### src/rtl/change_dispenser_pkg.sv
// change_pkg: shared types and default constants for the change dispenser.
//   state_t  - handshake FSM states
//   item_t   - hopper selector (PAPER, DIME, NICKEL)
//   pick_item - fixed-priority item selection PAPER > DIME > NICKEL
package change_pkg;

   typedef enum logic [1:0] {
      IDLE,
      REQ,
      WAIT_LOW,
      FAULT
   } state_t;

   typedef enum logic [1:0] {
      PAPER,
      DIME,
      NICKEL
   } item_t;

   localparam int unsigned CNT_W_DEF       = 3;
   localparam int unsigned ACK_TIMEOUT_DEF = 15;
   localparam int unsigned TO_W_DEF        = 4;

   // Caller guarantees at least one flag is set; NICKEL is the fallthrough.
   function automatic item_t pick_item(input logic has_p, input logic has_d, input logic has_n);
      item_t sel;
      if (has_p)      sel = PAPER;
      else if (has_d) sel = DIME;
      else            sel = NICKEL;
      if (!has_n && !has_p && !has_d) sel = NICKEL;
      return sel;
   endfunction

endpackage

### src/rtl/change_dispenser_sat_counter.sv
// sat_counter: pending-item counter with saturating clamp.
//   clk, rst_n : clock, asynchronous active-low reset
//   inc        : items added this cycle (0..3)
//   dec        : one item removed this cycle
//   cnt        : current count
//   ovf        : pulse, high in the cycle the net result was clamped
module sat_counter #(
   parameter int unsigned CNT_W = 3
) (
   input  logic             clk,
   input  logic             rst_n,
   input  logic [1:0]       inc,
   input  logic             dec,
   output logic [CNT_W-1:0] cnt,
   output logic             ovf
);

   // Two extra bits hold the worst case max + 3 before clamping.
   localparam int unsigned     SUM_W = CNT_W + 2;
   localparam logic [SUM_W-1:0] MAX  = SUM_W'((1 << CNT_W) - 1);

   logic [CNT_W-1:0] cnt_q, cnt_d;
   logic [SUM_W-1:0] sum;

   always_comb begin
      sum = {2'b00, cnt_q} + {{CNT_W{1'b0}}, inc};
      // Net the decrement before clamping so a simultaneous inc is never lost.
      if (dec && (sum != '0)) sum = sum - 1'b1;
      ovf   = 1'b0;
      cnt_d = sum[CNT_W-1:0];
      if (sum > MAX) begin
         cnt_d = MAX[CNT_W-1:0];
         ovf   = 1'b1;
      end
   end

   always_ff @(posedge clk or negedge rst_n) begin
      if (!rst_n) cnt_q <= '0;
      else        cnt_q <= cnt_d;
   end

   assign cnt = cnt_q;

endmodule

### src/rtl/change_dispenser.sv
// change_dispenser: queues release/change pulses and drives the paper, nickel
// and dime hoppers one item at a time with a four-phase req/ack handshake.
//   clk, rst_n          : clock, asynchronous active-low reset
//   R, N1, D1, D2       : single-cycle pulses adding 1 paper, 1 nickel, 1 / 2 dimes
//   paper/nick/dime_ack : hopper acknowledge levels
//   clr_fault           : pulse; clears fault (leaving FAULT) and ovf
//   paper/nick/dime_req : hopper eject requests
//   pend_p/n/d          : pending item counts
//   busy                : FSM not idle
//   fault               : jam detected, sticky until clr_fault
//   ovf                 : a pending counter saturated, sticky until clr_fault
module change_dispenser
   import change_pkg::*;
#(
   parameter int unsigned CNT_W       = CNT_W_DEF,
   parameter int unsigned ACK_TIMEOUT = ACK_TIMEOUT_DEF,
   parameter int unsigned TO_W        = TO_W_DEF
) (
   input  logic             clk,
   input  logic             rst_n,
   input  logic             R,
   input  logic             N1,
   input  logic             D1,
   input  logic             D2,
   input  logic             paper_ack,
   input  logic             nick_ack,
   input  logic             dime_ack,
   input  logic             clr_fault,
   output logic             paper_req,
   output logic             nick_req,
   output logic             dime_req,
   output logic [CNT_W-1:0] pend_p,
   output logic [CNT_W-1:0] pend_n,
   output logic [CNT_W-1:0] pend_d,
   output logic             busy,
   output logic             fault,
   output logic             ovf
);

   // Timeout fires on the cycle the counter would reach ACK_TIMEOUT.
   localparam logic [TO_W-1:0] TO_LAST = TO_W'(ACK_TIMEOUT - 1);

   state_t          state_q, state_d;
   item_t           sel_q, sel_d;
   logic [TO_W-1:0] to_q, to_d;
   logic            ovf_q, ovf_d;
   logic            dec_p, dec_n, dec_d;
   logic            sat_p, sat_n, sat_d;
   logic            ack_sel;
   logic            any_pend;

   sat_counter #(.CNT_W(CNT_W)) u_cnt_paper (
      .clk   (clk),
      .rst_n (rst_n),
      .inc   ({1'b0, R}),
      .dec   (dec_p),
      .cnt   (pend_p),
      .ovf   (sat_p)
   );

   sat_counter #(.CNT_W(CNT_W)) u_cnt_nick (
      .clk   (clk),
      .rst_n (rst_n),
      .inc   ({1'b0, N1}),
      .dec   (dec_n),
      .cnt   (pend_n),
      .ovf   (sat_n)
   );

   // D2 weighs two, D1 one: together they add three.
   sat_counter #(.CNT_W(CNT_W)) u_cnt_dime (
      .clk   (clk),
      .rst_n (rst_n),
      .inc   ({D2, D1}),
      .dec   (dec_d),
      .cnt   (pend_d),
      .ovf   (sat_d)
   );

   assign any_pend = (pend_p != '0) || (pend_n != '0) || (pend_d != '0);

   // Only the selected hopper's ack is observed.
   always_comb begin
      ack_sel = 1'b0;
      unique case (sel_q)
         PAPER:   ack_sel = paper_ack;
         DIME:    ack_sel = dime_ack;
         NICKEL:  ack_sel = nick_ack;
         default: ack_sel = 1'b0;
      endcase
   end

   always_comb begin
      state_d = state_q;
      sel_d   = sel_q;
      to_d    = to_q;
      dec_p   = 1'b0;
      dec_n   = 1'b0;
      dec_d   = 1'b0;
      case (state_q)
         IDLE: begin
            if (any_pend) begin
               sel_d   = pick_item(pend_p != '0, pend_d != '0, pend_n != '0);
               state_d = REQ;
               to_d    = '0;
            end
         end
         REQ: begin
            if (ack_sel) begin
               state_d = WAIT_LOW;
               to_d    = '0;
            end else begin
               to_d = to_q + 1'b1;
               if (to_q == TO_LAST) state_d = FAULT;
            end
         end
         WAIT_LOW: begin
            if (!ack_sel) begin
               // Item is consumed only once the hopper has released ack.
               case (sel_q)
                  PAPER:   dec_p = 1'b1;
                  DIME:    dec_d = 1'b1;
                  NICKEL:  dec_n = 1'b1;
                  default: ;
               endcase
               state_d = IDLE;
            end else begin
               to_d = to_q + 1'b1;
               if (to_q == TO_LAST) state_d = FAULT;
            end
         end
         FAULT: begin
            // The jammed item was never decremented, so it is retried from IDLE.
            if (clr_fault) begin
               state_d = IDLE;
               to_d    = '0;
            end
         end
         default: state_d = IDLE;
      endcase
   end

   // A fresh saturation in the same cycle as clr_fault keeps ovf set.
   always_comb begin
      ovf_d = ovf_q;
      if (clr_fault) ovf_d = 1'b0;
      if (sat_p || sat_n || sat_d) ovf_d = 1'b1;
   end

   always_ff @(posedge clk or negedge rst_n) begin
      if (!rst_n) begin
         state_q <= IDLE;
         sel_q   <= PAPER;
         to_q    <= '0;
         ovf_q   <= 1'b0;
      end else begin
         state_q <= state_d;
         sel_q   <= sel_d;
         to_q    <= to_d;
         ovf_q   <= ovf_d;
      end
   end

   always_comb begin
      paper_req = (state_q == REQ) && (sel_q == PAPER);
      nick_req  = (state_q == REQ) && (sel_q == NICKEL);
      dime_req  = (state_q == REQ) && (sel_q == DIME);
      busy      = (state_q != IDLE);
      fault     = (state_q == FAULT);
      ovf       = ovf_q;
   end

endmodule

### config.mk
export PLATFORM = sky130hd
export DESIGN_NAME = change_dispenser
export DESIGN_NICKNAME = d
export VERILOG_FILES = /design/src/rtl/change_dispenser_pkg.sv /design/src/rtl/change_dispenser_sat_counter.sv /design/src/rtl/change_dispenser.sv
export SDC_FILE = /design/constraint.sdc
export NUM_CORES = 1
export LEC_CHECK = 0
export CORE_MARGIN = 1.5
export CORE_UTILIZATION = 40
export CTS_BUF_LIST = sky130_fd_sc_hd__clkbuf_16
export CTS_CLUSTER_SIZE = 25
export DETAILED_ROUTE_END_ITERATION = 12
export SLEW_MARGIN = 30
export SYNTH_ARGS = -nofsm -noshare
export SYNTH_HDL_FRONTEND = slang
export SYNTH_HIERARCHICAL = 1
export SYNTH_SLANG_ARGS = --single-unit
### constraint.sdc
create_clock -name clk -period 3.75 [get_ports clk]
set_clock_uncertainty 0.05 [all_clocks]
set_input_delay 0.75 -clock clk [delete_from_list [all_inputs] [get_ports clk]]
set_output_delay 0.75 -clock clk [all_outputs]
set_load 0.1 [all_outputs]
==> impl_results.md <==
- Status: completed
- Port bufs: 24
- Endpoints failing hold: 0
- Detailed Route WL: roughly 3700 um
- Clk sinks: 18
- Initial antenna violation count: 0
- Max-slew violation count: 0
- Total track usage: 0.165
- Met2 wire length: 1890 um
- DRT iter0 DRCs: 38
- Die X: 68.0 um
- Number of vias per cell: 5.60
- CTS clk-pin slew, worst paths: 0.05 ns
- Hold path cells: 2
- Fmax: 0.309 GHz
- Clk buf depth: 2
- Number of cell rows: 23
- Ys async rst share: 1.00
- Post-synthesis sequential area ratio: 0.267
- Min-delay src: ovf$_DFFE_PN0P_
- Post-cts resize count: 0
- Max-slew headroom: 0.346
- Die H: 68.0 um
- Main synth FF type: dfrtp_1
- Clk Tree Root Cell: clkbuf_16
- Core area: roughly 4000 um2
- Top sig layer: met4
- CTS H-tree lvls: 1
- Critical Path Start Type: primary input
- Final period util: 0.862
- DRT Pass-1 Iters: 4
- First-pass GRT wire length: 5890 um
- Total Die Area: approximately 4600 um2
- Crit path time final: between 3 and 4 ns
- Vias in the first global route: 1369
- Via count: between 1000 and 1500
- Critical path, cell by cell: clkdlybuf4s50_1 -> ha_1 -> fa_1 -> inv_1 -> ha_1 -> o21ba_2 -> nor4_1 -> nor3_1 -> inv_1 -> nor3_1 -> o21ai_0
- Post-CTS Hold Buffers: 0
- Critical path class: in -> reg
- Slowest cell delay on critical path: 0.57 ns
- Worst setup EP type: register
- Post-CTS Setup Bufs: 0
- Worst endpoint data arrival time: between 3 and 4 ns
- Largest net degree at the start of global routing: 19
- Nets: 245
- CP required: 3.83 ns
- CTS buffer count: 3
- FF+latch count, synth: 18
- Max Cap Viol: 0
- Met3 wire length: 103 um
- Detailed-route DRC error count: 0
- Area Overhead vs Synth: 20.7%
- YS warnings: 6
- Worst skew pair latency: 0.25 ns
- DRT antenna net count: 0
- Congestion Overflow GR: 0
- Hold Path Sink: ovf$_DFFE_PN0P_
- Post-synth EDFFs: 0
- Cells after Synth: 185
- Starting Density: 0.419
- RSZ-0062 raised after global routing: no
- DR WL/cell: 14.0 um
- Layout cells sized above 1: 0.0986
- Ports: 25
- N_diodes: 0
- Synth unique cells: 48
- Mapped cell area: 1690 um2
- Average size of a mapped cell: 9.13 um2
- Worst r2r src: sel_q[1]$_DFFE_PN0P_
- Fin Setup TNS: 0 ns
- Routed length on met1: ~1600 um
- Critical path's slowest cell: fa_1
- CP Max Fanout: 4
- Buf+Inv Stages, Crit Path: 3
- Worst Hold Class: reg -> reg
- R2r worst-path depth: 9
- Delay-heaviest family, CP: adder cells
- Reg2Reg Setup Slack: just over 1 ns
- Final setup fails: 0
- Worst Tran Pin Value: 0.978 ns
- Filler Cells Inserted: 396
- GPL Wtd Cong: 0.835
- CTS tree: done
- Post-DP HPWL: 2950 um
- R2R Path End: ovf$_DFFE_PN0P_
-- Yosys cell counts (2+ instances only) --
master     n  area (um2)
and2_1     2        12.5
dfrtp_1   18         450
a221oi_1   2        17.5
nand2_1   13        48.8
mux2i_1    4        40.0
fa_1       3        60.1
o22ai_1    2        12.5
o31ai_1    2        15.0
o211ai_2   2        25.0
nor3b_1    2        15.0
buf_6      3        33.8
nand2b_1   5        31.3
o21ai_0    7        35.0
nor3_1     8        40.0
xnor2_1    3        26.3
and3_1     2        12.5
a211oi_1   4        30.0
inv_1     24        90.1
and2b_1    2        15.0
o221ai_2   2        30.0
a221o_1    3        30.0
ha_1      18         225
nand3_1    4        20.0
nor2_1     5        18.8
a311oi_1   2        17.5
nand3b_1   2        15.0
nor4bb_1   2        20.0
nor4_1     2        12.5
a21oi_1   11        55.1
o21ba_2    3        30.0
o211ai_1   3        22.5
nor2b_1    4        25.0
-- cell type report --
type	count	area, um2	area share
Sequential cell	18	450	0.221
Inverter	24	90.1	0.0442
Multi-Input combinational cell	143	1130	0.552
Clock inverter	1	3.75	0.00184
Clock buffer	3	75.1	0.0368
Timing Repair Buffer	24	230	0.113
Tap cell	50	62.6	0.0307
-- registers in the layout, summed over array words and instances, names as in the netlist --
| signal | count |
|---|---|
| ovf | 1 |
| sel_q | 2 |
| u_cnt_dime/cnt | 3 |
| u_cnt_nick/cnt | 3 |
| to_q | 4 |
| u_cnt_paper/cnt | 3 |
| state_q | 2 |
-- cell families (layout without fill, tap and decap cells) --
kind of cell | count (synthesis) | in the layout | share of synthesized area
other | 1 | 4 | 0.00222
and+or+nand+nor | 59 | 59 | 0.202
buffers and inverters | 27 | 52 | 0.0733
AOI/OAI and AO/OA | 49 | 49 | 0.220
adders and majority gates | 21 | 21 | 0.169
xor gates and xnor gates | 4 | 4 | 0.0207
muxes | 6 | 6 | 0.0459
DFF | 18 | 18 | 0.267
-- stage by stage --
| step | worst slack [ns] | std cells | area [um2] | hold WS [ns] | util |
|---|---|---|---|---|---|
| 2_1_floorplan | 0.0291 | 188 | 1700 | 0.404 | - |
| 3_3_place_gp | 0.428 | 259 | 1960 | 0.481 | 0.486 |
| 3_5_place_dp | 0.304 | 259 | 1960 | 0.494 | 0.486 |
| 4_1_cts | 0.530 | 263 | 2040 | 0.503 | 0.506 |
| 5_1_grt | 0.319 | 263 | 2040 | 0.539 | 0.506 |
| 6_report | 0.518 | 263 | 2040 | 0.496 | 0.506 |
-- cells in the final DEF, fill, tap and decap left out, drive strengths merged, types with 3 or more instances in the layout --
| master | n |
|---|---|
| dfrtp | 18 |
| clkbuf | 3 |
| a211oi | 4 |
| ha | 18 |
| nor2b | 4 |
| fa | 3 |
| clkdlybuf4s50 | 20 |
| nand2 | 13 |
| nand2b | 5 |
| nand3 | 4 |
| inv | 24 |
| and2 | 3 |
| o21ba | 3 |
| buf | 4 |
| mux2i | 5 |
| a21oi | 11 |
| nor2 | 5 |
| o21ai | 8 |
| xnor2 | 3 |
| nor3 | 9 |
| conb | 4 |
| a221o | 3 |
| o211ai | 5 |
-- worst min-delay path, cell delays in order (launching register included) --
cell	delay [ns]
dfrtp_1	0.39
inv_1	0.05
o21ai_0	0.06
-- metal layers --
| metal | global-route usage | vias up |
|---|---|---|
| met4 | 0.0675 | 0 |
| met1 | 0.197 | 704 |
| met5 | 0 | - |
| li1 | - | 726 |
| met2 | 0.308 | 33 |
| met3 | 0.00658 | 11 |
-- how the worst max path moves through the flow --
| stage | cells past startpoint | startpoint | end | slack, ns |
|---|---|---|---|---|
| floorplan | 3 | state_q[1]$_DFFE_PN0P_ | dime_req | 0.03 |
| global placement | 11 | D1 | ovf$_DFFE_PN0P_ | 0.43 |
| detailed placement | 11 | D1 | ovf$_DFFE_PN0P_ | 0.30 |
| CTS | 11 | D1 | ovf$_DFFE_PN0P_ | 0.53 |
| global route | 11 | D1 | ovf$_DFFE_PN0P_ | 0.32 |
| finish | 11 | D1 | ovf$_DFFE_PN0P_ | 0.52 |
Power is left out: the tool's default activity adds up to more than one toggle a clock period on the data nets, which glitch-free logic cannot reach.
